File: src/rtl/mem_access_unit_if.sv
// Data-memory request/acknowledge bus between the MEM-stage access unit and data memory.
// The unit is the master; the memory (or a bench model) is the slave.
interface mem_access_unit_if;
    logic        dm_req;
    logic        dm_we;
    logic [31:0] dm_addr;
    logic [31:0] dm_wdata;
    logic [3:0]  dm_wstrb;
    logic        dm_ack;
    logic [31:0] dm_rdata;

    modport master (
        output dm_req, dm_we, dm_addr, dm_wdata, dm_wstrb,
        input  dm_ack, dm_rdata
    );

    modport slave (
        input  dm_req, dm_we, dm_addr, dm_wdata, dm_wstrb,
        output dm_ack, dm_rdata
    );
endinterface

File: src/rtl/mem_access_unit.sv
// MEM-stage load/store engine: one req/ack data-memory access per instruction,
// with store lane formation, load alignment/extension and a pipeline stall.
module mem_access_unit (
    input  logic                     Clk,
    input  logic                     Rst_n,
    input  logic                     MEM_valid,
    input  logic [31:0]              MEM_signals,
    input  logic [31:0]              MEM_ALUout,
    input  logic [31:0]              MEM_RD2,
    mem_access_unit_if.master        dm,
    output logic                     mem_stall,
    output logic                     mem_done,
    output logic [31:0]              MEM_rdata,
    output logic                     mem_err
);

    typedef enum logic [1:0] {IDLE, ACCESS, DONE} state_e;
    typedef enum logic [2:0] {
        WID_B  = 3'b000,
        WID_H  = 3'b001,
        WID_W  = 3'b010,
        WID_BU = 3'b100,
        WID_HU = 3'b101
    } width_e;

    state_e      r_state;
    state_e      w_next;

    logic        r_req;
    logic        r_we;
    logic [29:0] r_addr;
    logic [1:0]  r_off;
    logic [2:0]  r_width;
    logic [31:0] r_wdata;
    logic [3:0]  r_wstrb;
    logic [31:0] r_rdata;
    logic        r_done;

    logic        w_rd;
    logic        w_wr;
    logic [2:0]  w_width;
    logic [1:0]  w_off;
    logic        w_illegal;
    logic        w_start;
    logic [31:0] w_wdata;
    logic [3:0]  w_wstrb;
    logic [31:0] w_shifted;
    logic [15:0] w_half;
    logic [31:0] w_load;
    logic        w_unused;

    assign w_rd     = MEM_signals[0];
    assign w_wr     = MEM_signals[1];
    assign w_width  = MEM_signals[4:2];
    assign w_off    = MEM_ALUout[1:0];
    assign w_unused = &{1'b0, MEM_signals[31:5]};

    // Legality is judged only for memory ops; plain ALU instructions never raise mem_err.
    always_comb begin
        w_illegal = 1'b0;
        if (w_rd && w_wr)
            w_illegal = 1'b1;
        case (w_width)
            WID_B:  ;
            WID_H:  if (w_off[0]) w_illegal = 1'b1;
            WID_W:  if (w_off != 2'b00) w_illegal = 1'b1;
            WID_BU: if (w_wr) w_illegal = 1'b1;
            WID_HU: if (w_wr || w_off[0]) w_illegal = 1'b1;
            default: w_illegal = 1'b1;
        endcase
    end

    always_comb begin
        w_wdata = MEM_RD2;
        w_wstrb = 4'b0000;
        if (w_wr) begin
            case (w_width)
                WID_B: begin
                    w_wdata = {4{MEM_RD2[7:0]}};
                    w_wstrb = 4'b0001 << w_off;
                end
                WID_H: begin
                    w_wdata = {2{MEM_RD2[15:0]}};
                    w_wstrb = w_off[1] ? 4'b1100 : 4'b0011;
                end
                default: w_wstrb = 4'b1111;
            endcase
        end
    end

    assign w_shifted = dm.dm_rdata >> {r_off, 3'b000};
    assign w_half    = r_off[1] ? dm.dm_rdata[31:16] : dm.dm_rdata[15:0];

    always_comb begin
        case (r_width)
            WID_B:   w_load = {{24{w_shifted[7]}}, w_shifted[7:0]};
            WID_BU:  w_load = {24'h000000, w_shifted[7:0]};
            WID_H:   w_load = {{16{w_half[15]}}, w_half};
            WID_HU:  w_load = {16'h0000, w_half};
            default: w_load = dm.dm_rdata;
        endcase
    end

    always_ff @(posedge Clk) begin
        if (!Rst_n)
            r_state <= IDLE;
        else
            r_state <= w_next;
    end

    always_comb begin
        w_next    = r_state;
        mem_stall = 1'b0;
        mem_err   = 1'b0;
        w_start   = 1'b0;
        case (r_state)
            IDLE: begin
                mem_err = MEM_valid && (w_rd || w_wr) && w_illegal;
                w_start = MEM_valid && (w_rd || w_wr) && !w_illegal;
                if (w_start) begin
                    mem_stall = 1'b1;
                    w_next    = ACCESS;
                end
            end
            ACCESS: begin
                mem_stall = 1'b1;
                if (dm.dm_ack)
                    w_next = DONE;
            end
            DONE:    w_next = IDLE;
            default: w_next = IDLE;
        endcase
    end

    always_ff @(posedge Clk) begin
        if (!Rst_n) begin
            r_req   <= 1'b0;
            r_we    <= 1'b0;
            r_addr  <= '0;
            r_off   <= '0;
            r_width <= '0;
            r_wdata <= '0;
            r_wstrb <= '0;
            r_rdata <= '0;
            r_done  <= 1'b0;
        end else begin
            r_done <= 1'b0;
            case (r_state)
                IDLE: begin
                    if (w_start) begin
                        r_req   <= 1'b1;
                        r_we    <= w_wr;
                        r_addr  <= MEM_ALUout[31:2];
                        r_off   <= w_off;
                        r_width <= w_width;
                        r_wdata <= w_wdata;
                        r_wstrb <= w_wstrb;
                    end
                end
                ACCESS: begin
                    if (dm.dm_ack) begin
                        r_req  <= 1'b0;
                        r_done <= 1'b1;
                        if (!r_we)
                            r_rdata <= w_load;
                    end
                end
                default: ;
            endcase
        end
    end

    assign dm.dm_req   = r_req;
    assign dm.dm_we    = r_we;
    assign dm.dm_addr  = {r_addr, 2'b00};
    assign dm.dm_wdata = r_wdata;
    assign dm.dm_wstrb = r_wstrb;
    assign mem_done    = r_done;
    assign MEM_rdata   = r_rdata;

endmodule

File: src/flat_wrapper.sv
// flat-port wrapper written by rule: the top's interface ports become plain ports
module mem_access_unit_flat 
  (Clk, Rst_n, MEM_valid, MEM_signals, MEM_ALUout, MEM_RD2, mem_stall, mem_done, MEM_rdata, mem_err, dm_dm_req, dm_dm_we, dm_dm_addr, dm_dm_wdata, dm_dm_wstrb, dm_dm_ack, dm_dm_rdata);
  mem_access_unit_if dm_i ();
  input  logic Clk;
  input  logic Rst_n;
  input  logic MEM_valid;
  input  logic [31:0] MEM_signals;
  input  logic [31:0] MEM_ALUout;
  input  logic [31:0] MEM_RD2;
  output logic mem_stall;
  output logic mem_done;
  output logic [31:0] MEM_rdata;
  output logic mem_err;
  output wire logic [$bits(dm_i.dm_req)-1:0] dm_dm_req;
  output wire logic [$bits(dm_i.dm_we)-1:0] dm_dm_we;
  output wire logic [$bits(dm_i.dm_addr)-1:0] dm_dm_addr;
  output wire logic [$bits(dm_i.dm_wdata)-1:0] dm_dm_wdata;
  output wire logic [$bits(dm_i.dm_wstrb)-1:0] dm_dm_wstrb;
  input wire logic [$bits(dm_i.dm_ack)-1:0] dm_dm_ack;
  input wire logic [$bits(dm_i.dm_rdata)-1:0] dm_dm_rdata;
  assign dm_dm_req = dm_i.dm_req;
  assign dm_dm_we = dm_i.dm_we;
  assign dm_dm_addr = dm_i.dm_addr;
  assign dm_dm_wdata = dm_i.dm_wdata;
  assign dm_dm_wstrb = dm_i.dm_wstrb;
  assign dm_i.dm_ack = dm_dm_ack;
  assign dm_i.dm_rdata = dm_dm_rdata;
  mem_access_unit u_core (.Clk(Clk), .Rst_n(Rst_n), .MEM_valid(MEM_valid), .MEM_signals(MEM_signals), .MEM_ALUout(MEM_ALUout), .MEM_RD2(MEM_RD2), .dm(dm_i), .mem_stall(mem_stall), .mem_done(mem_done), .MEM_rdata(MEM_rdata), .mem_err(mem_err));
endmodule
File: config.mk
export PLATFORM = sky130hd
export DESIGN_NAME = mem_access_unit_flat
export DESIGN_NICKNAME = d
export VERILOG_FILES = /design/src/rtl/mem_access_unit_if.sv /design/src/rtl/mem_access_unit.sv /design/src/flat_wrapper.sv
export SDC_FILE = /design/constraint.sdc
export NUM_CORES = 1
export LEC_CHECK = 0
export BUFFER_PORTS_ARGS = -buffer_cell sky130_fd_sc_hd__buf_4
export CAP_MARGIN = 20
export CORE_MARGIN = 2
export CORE_UTILIZATION = 40
export CTS_CLUSTER_SIZE = 40
export DETAILED_ROUTE_END_ITERATION = 10
export HOLD_SLACK_MARGIN = 0.06
export PLACE_DENSITY = 0.72
export SETUP_SLACK_MARGIN = 0.2
export SYNTH_ARGS = -nofsm -noshare
export SYNTH_HDL_FRONTEND = slang
export SYNTH_SLANG_ARGS = --single-unit
File: constraint.sdc
create_clock -name Clk -period 2.25 [get_ports Clk]
set_clock_uncertainty 0.1 [all_clocks]
set_input_delay 0 -clock Clk [delete_from_list [all_inputs] [get_ports Clk]]
set_output_delay 0 -clock Clk [all_outputs]
set_load 0.1 [all_outputs]
==> metrics.yaml, run 1 <==
powerDensity_nw_per_um2: 578
worstPathRequired_ns: 2.42
cts_max_path_buffers: 2
pwr-share-clk_pct: 33.2
port_buffers: 207
switchingPower_uw: 1480
post_drt_via_cell_ratio: 5.25
hp-class: "input port to register"
wl_per_cell_um: 16.9
nFillCells: 992
maxCapViolations: 0
ys.warnings.count: 0
ys_seq_elements: 108
synth-edff-count: 0
synth-xor-area-share_pct: 0
finalPower_uw: 4830
final_cell_mix: "buf_4, nand2_1, dlygate4sd3_1, dfxtp_1, mux2i_1"
groute.usage.overall_pct: 25.5
htree_levels: 3
fin_crit_ns: 1.96
grt_pass1_wl_um: 28800
antenna_found_initial: 1
rsz0062_at_grt: "no"
final-setup-viol-count: 0
ir_worst_vdd_uv: 366
synthFlopType: "dfxtp_1"
cpMaxStageDelayCell: "dlygate4sd3_1"
start_util_pct: 41.0
cts.sinks: 108
clk_pin_slew_worst_paths_ns: 0.07
yosysSeqAreaShare_pct: 41.8
status: "completed"
async_flop_share_pct: 0
die_h_um: 118
area_growth_pct: 61.5
first_global_vias: 5763
root_buffer: "clkbuf_16"
fmax_mhz: 510
gp_congestion: 0.898
swShare_pct: 30.7
path_cells: "dlygate4sd3_1 -> buf_4 -> or4_4 -> a21oi_4 -> o21a_2 -> buf_12 -> mux2i_1"
cts_tree: "done"
grt_remaining_overflow: 0
whs_ns: 0.0984
first_iter_violations: 331
synth_compound_area_share_pct: 12.7
firstDrtPassIters: 5
mostFrequentLayoutCell: "buf_4"
die_w_um: 118
ys_types: 43
drive_gt1_share_pct: 30.6
power_frac_seq_pct: 41.5
critPathKind: "input port to register"
fin_crit_sh_pct: 87.2
syn_inst: 602
p_leak_uw: 0.00366
nNetsFinal: 1032
maxSlewViolCount: 0
netlist_area_um2: 5170
finalHoldViolCount: 0
grt_max_degree: 85
fin_tns_setup_ns: 0
dpl.hpwl_um: 11200
synth_mux_area_share_pct: 20.9
synth_area_per_cell_um2: 8.59
clk_latency_ns: 0.35
cpPeakStageDelay_ns: 0.54
cp_num_buf_inv: 3
synth_top_family_by_area: "multiplexers"
worstSetupStartpointType: "input port"
cts_buffers: 9
via_count: 5646
power_frac_comb_pct: 25.3
cp_top_family: "buffers and inverters"
internal_power_uw: 3350
dieArea_um2: 13900
ios: 237
final_antenna_net_count: 0
crit_fanout: 31
timing.reg2reg.setup_slack_ns: 0.38
cp-end-kind: "register"
synthAdderAreaFrac_pct: 0
coreArea_um2: 12600
remaining_drc_errors: 0
critPathArrivalTime_ns: 2.13
synthSimpleGateAreaFrac_pct: 19.5
rows: 41
finalWirelength_um: 18200
-- what timing repair did --
item	4_1_cts	5_1_grt
setup endpoints to repair	1	3
hold endpoints to repair	108	0
setup buffers	0	1
hold buffers	111	0
gates resized for setup	5	2
-- worst min-delay path, stage by stage --
cell and delay (ns):
buf_4 0.10, or4_4 0.15, a21oi_4 0.07, a211oi_1 0.18
-- cell usage after synthesis (2+ instances only) --
cell type	number	area, µm²
a221oi_1	5	43.8
nor3b_1	5	37.5
nand3_1	7	35.0
mux2_2	24	270
clkbuf_1	33	124
dfxtp_1	108	2160
a31o_2	3	26.3
a21oi_1	35	175
o21a_1	2	15.0
and2_1	7	43.8
inv_1	3	11.3
buf_4	2	15.0
nor2_1	6	22.5
nor2b_1	9	56.3
nand2b_1	2	12.5
o21ai_0	37	185
nor3_1	3	15.0
o211ai_1	16	120
a211oi_1	3	22.5
a21o_1	2	15.0
buf_1	2	7.51
and3_1	2	12.5
buf_2	7	35.0
buf_8	4	60.1
mux2i_1	81	811
nand3b_1	9	67.6
nand2_1	169	634
-- flip-flops by register name, indices dropped and copies added, names as in the netlist --
register	flops
u_core.r_addr	30
u_core.r_off	2
u_core.dm.dm_wstrb	4
u_core.dm.dm_we	1
u_core.mem_done	1
u_core.r_width	3
u_core.dm.dm_req	1
u_core.r_state	2
u_core.dm.dm_wdata	32
u_core.MEM_rdata	32
-- cell families (layout without fill, tap and decap cells) --
group / after synthesis / count (layout)
and+or+nand+nor: 226 / 226
AOI/OAI and AO/OA: 110 / 110
DFF: 108 / 108
muxes: 105 / 105
buffers and inverters: 52 / 352
other: 1 / 3
-- layout make-up --
| cell class | instances | area [µm²] | area share [%] |
|---|---|---|---|
| antenna | 1 | 2.50 | 0.0299 |
| clock buffer | 12 | 256 | 3.07 |
| clock inverter | 2 | 35.0 | 0.419 |
| inverter | 3 | 11.3 | 0.135 |
| multi-input combinational | 443 | 2810 | 33.7 |
| sequential | 108 | 2160 | 25.9 |
| tap | 172 | 215 | 2.58 |
| timing repair buffer | 335 | 2860 | 34.2 |
-- per-layer routing --
layer,global-route usage [%],vias to the layer above,part of all wire [%]
met1,28.2,2637,39
met5,0,-,0
met3,7.03,77,7.0
met4,14.6,0,4.7
li1,-,2665,-
met2,44.0,267,49
-- power groups by stage --
stage / logic (µW) / registers (µW) / clock network, µW
5_1_grt: 1270 / 2010 / 1710
2_1_floorplan: 331 / 2420 / 0
3_5_place_dp: 1020 / 2050 / 0
6_report: 1220 / 2010 / 1600
4_1_cts: 1190 / 2000 / 1630
3_3_place_gp: 1010 / 2040 / 0
-- per-stage QoR --
stage / instances / setup WS [ns] / cell area (µm²) / util (%)
after floorplan: 603 / 0.199 / 5200 / -
after global placement: 949 / 0.341 / 6910 / 54.8
after detailed placement: 949 / 0.249 / 6910 / 54.8
after CTS: 1074 / 0.211 / 8340 / 66.1
after global routing: 1076 / 0.240 / 8360 / 66.2
final: 1076 / 0.289 / 8360 / 66.2
-- final timing paths --
path / startpoint / end / depth (start not counted)
worst max register to register: u_core.r_state[1] / u_core.r_addr[25] / 5
worst min-delay path: MEM_ALUout[1] / u_core.dm.dm_we / 4
worst max-delay path: MEM_ALUout[0] / u_core.r_addr[25] / 7
worst min register to register: u_core.dm.dm_wdata[7] / u_core.dm.dm_wdata[7] / 2
Note: power is estimated with default switching activity, not from simulation.
==> run 2, diff against run 1 <==
--- a/config.mk
+++ b/config.mk
@@ -7,6 +7,7 @@
 export LEC_CHECK = 0
 export BUFFER_PORTS_ARGS = -buffer_cell sky130_fd_sc_hd__buf_4
 export CAP_MARGIN = 20
+export CORE_ASPECT_RATIO = 0.9
 export CORE_MARGIN = 2
 export CORE_UTILIZATION = 40
 export CTS_CLUSTER_SIZE = 40
==> constraint.sdc (replaced) <==
create_clock -name Clk -period 1.95 [get_ports Clk]
set_clock_uncertainty 0.1 [all_clocks]
set_input_delay 0 -clock Clk [delete_from_list [all_inputs] [get_ports Clk]]
set_output_delay 0 -clock Clk [all_outputs]
set_load 0.1 [all_outputs]
==> run 2 against run 1 <==
Routed wire length up 3.0%. Cell count about the same. Sequential share of layout area down 0.48 points. Global-route usage rose by 0.67 points. Worst setup slack worse by 0.11 ns. Sequential power rose by 15%. Combinational power rose by 19%. Sequential cell count stayed put. Die area is essentially flat. Worst hold slack lost 0.018 ns. Register-to-register slack lost 0.21 ns. First-iteration DRC count up 13%.
==> metrics.yaml, run 2 (synthesis gave the netlist of run 1 again) <==
status: "completed"
nNetsFinal: 1038
dpl.hpwl_um: 11300
post_drt_via_cell_ratio: 5.20
cts_tree: "done"
power_frac_seq_pct: 42.2
first_iter_violations: 374
grt_pass1_wl_um: 28500
ios: 237
mostFrequentLayoutCell: "buf_4"
internal_power_uw: 3740
start_util_pct: 40.9
swShare_pct: 31.7
finalWirelength_um: 18700
antenna_found_initial: 0
cp-end-kind: "register"
fin_crit_ns: 1.78
cts_buffers: 9
firstDrtPassIters: 5
crit_fanout: 6
fmax_mhz: 563
rsz0062_at_grt: "yes"
worstPathRequired_ns: 2.11
gp_congestion: 0.876
cts_max_path_buffers: 2
fin_tns_setup_ns: 0
htree_levels: 3
ir_worst_vdd_uv: 482
clk_latency_ns: 0.35
rows: 39
die_w_um: 124
final_antenna_net_count: 0
port_buffers: 207
maxSlewViolCount: 0
root_buffer: "clkbuf_16"
worstSetupStartpointType: "register"
coreArea_um2: 12600
critPathArrivalTime_ns: 1.93
hp-class: "input port to register"
switchingPower_uw: 1730
grt_remaining_overflow: 0
critPathKind: "register to register"
pwr-share-clk_pct: 31.2
drive_gt1_share_pct: 33.0
final_cell_mix: "buf_4, nand2_1, dlygate4sd3_1, dfxtp_1, mux2i_1"
wl_per_cell_um: 17.4
via_count: 5585
dieArea_um2: 13900
powerDensity_nw_per_um2: 641
antenna_cells: 0
p_leak_uw: 0.00374
die_h_um: 112
finalHoldViolCount: 0
fin_util_pct: 67.5
maxCapViolations: 0
grt_max_degree: 61
groute.usage.overall_pct: 26.2
fin_crit_sh_pct: 91.1
cts.sinks: 108
power_frac_comb_pct: 26.6
clk_pin_slew_worst_paths_ns: 0.07
remaining_drc_errors: 0
first_global_vias: 5724
area_growth_pct: 64.9
final-setup-viol-count: 0
-- run 2: area by class of cell --
type                       instances  area (µm²)
multi-input combinational        443        2870
clock buffer                      12         246
timing repair buffer             341        3010
sequential                       108        2170
tap                              164         205
inverter                           3        11.3
clock inverter                     4        25.0
fill                             924        4110
-- run 2: worst max-delay path, stage by stage, from the launching register on --
cell and delay, ns:
dfxtp_2 0.34, or3b_4 0.41, a21oi_4 0.19, o21ai_4 0.10, buf_6 0.17, buf_12 0.15, mux2i_2 0.23
-- run 2: worst paths after layout --
kind	depth (start not counted)	end	slack (ns)	start
worst max register to register	6	u_core.dm.dm_wdata[27]	0.17	u_core.r_state[0]
worst min register to register	2	u_core.dm.dm_wdata[23]	0.36	u_core.dm.dm_wdata[23]
worst max-delay path	6	u_core.dm.dm_wdata[27]	0.17	u_core.r_state[0]
worst min-delay path	5	u_core.dm.dm_wstrb[1]	0.08	MEM_ALUout[0]
-- run 2: stage by stage --
stage               std cells  hold WS, ns  cell area [µm²]  total power (µW)  worst slack (ns)
finish                   1075       0.0805             8530              5470             0.174
CTS                      1071       0.0603             8370              5460             0.173
global route             1075        0.105             8530              5680             0.103
floorplan                 603       0.0421             5210              3170             0.124
detailed placement        946        0.168             6970              3560            0.0158
global placement          946        0.159             6970              3540             0.104
-- run 2: power groups by stage --
| stage | clock, µW | combinational, µW | sequential, µW |
|---|---|---|---|
| after floorplan | 0 | 383 | 2790 |
| after global placement | 0 | 1180 | 2360 |
| after detailed placement | 0 | 1200 | 2360 |
| after CTS | 1760 | 1390 | 2310 |
| after global routing | 1840 | 1520 | 2320 |
| final | 1710 | 1450 | 2310 |
-- run 2: repair_timing --
item	in CTS	in global routing
gates resized for setup	7	17
pin swaps	1	1
hold buffers	105	0
setup buffers	3	0
endpoints found under the setup margin	78	96
cloned	1	4
endpoints found under the hold margin	108	0
-- run 2: layer usage --
| layer | part of all wire, % | global-route usage (%) | vias up |
|---|---|---|---|
| li1 | - | - | 2673 |
| met1 | 40 | 30.7 | 2629 |
| met2 | 50 | 45.5 | 238 |
| met3 | 7.2 | 6.35 | 45 |
| met4 | 3.1 | 10.6 | 0 |
| met5 | 0 | 0 | - |
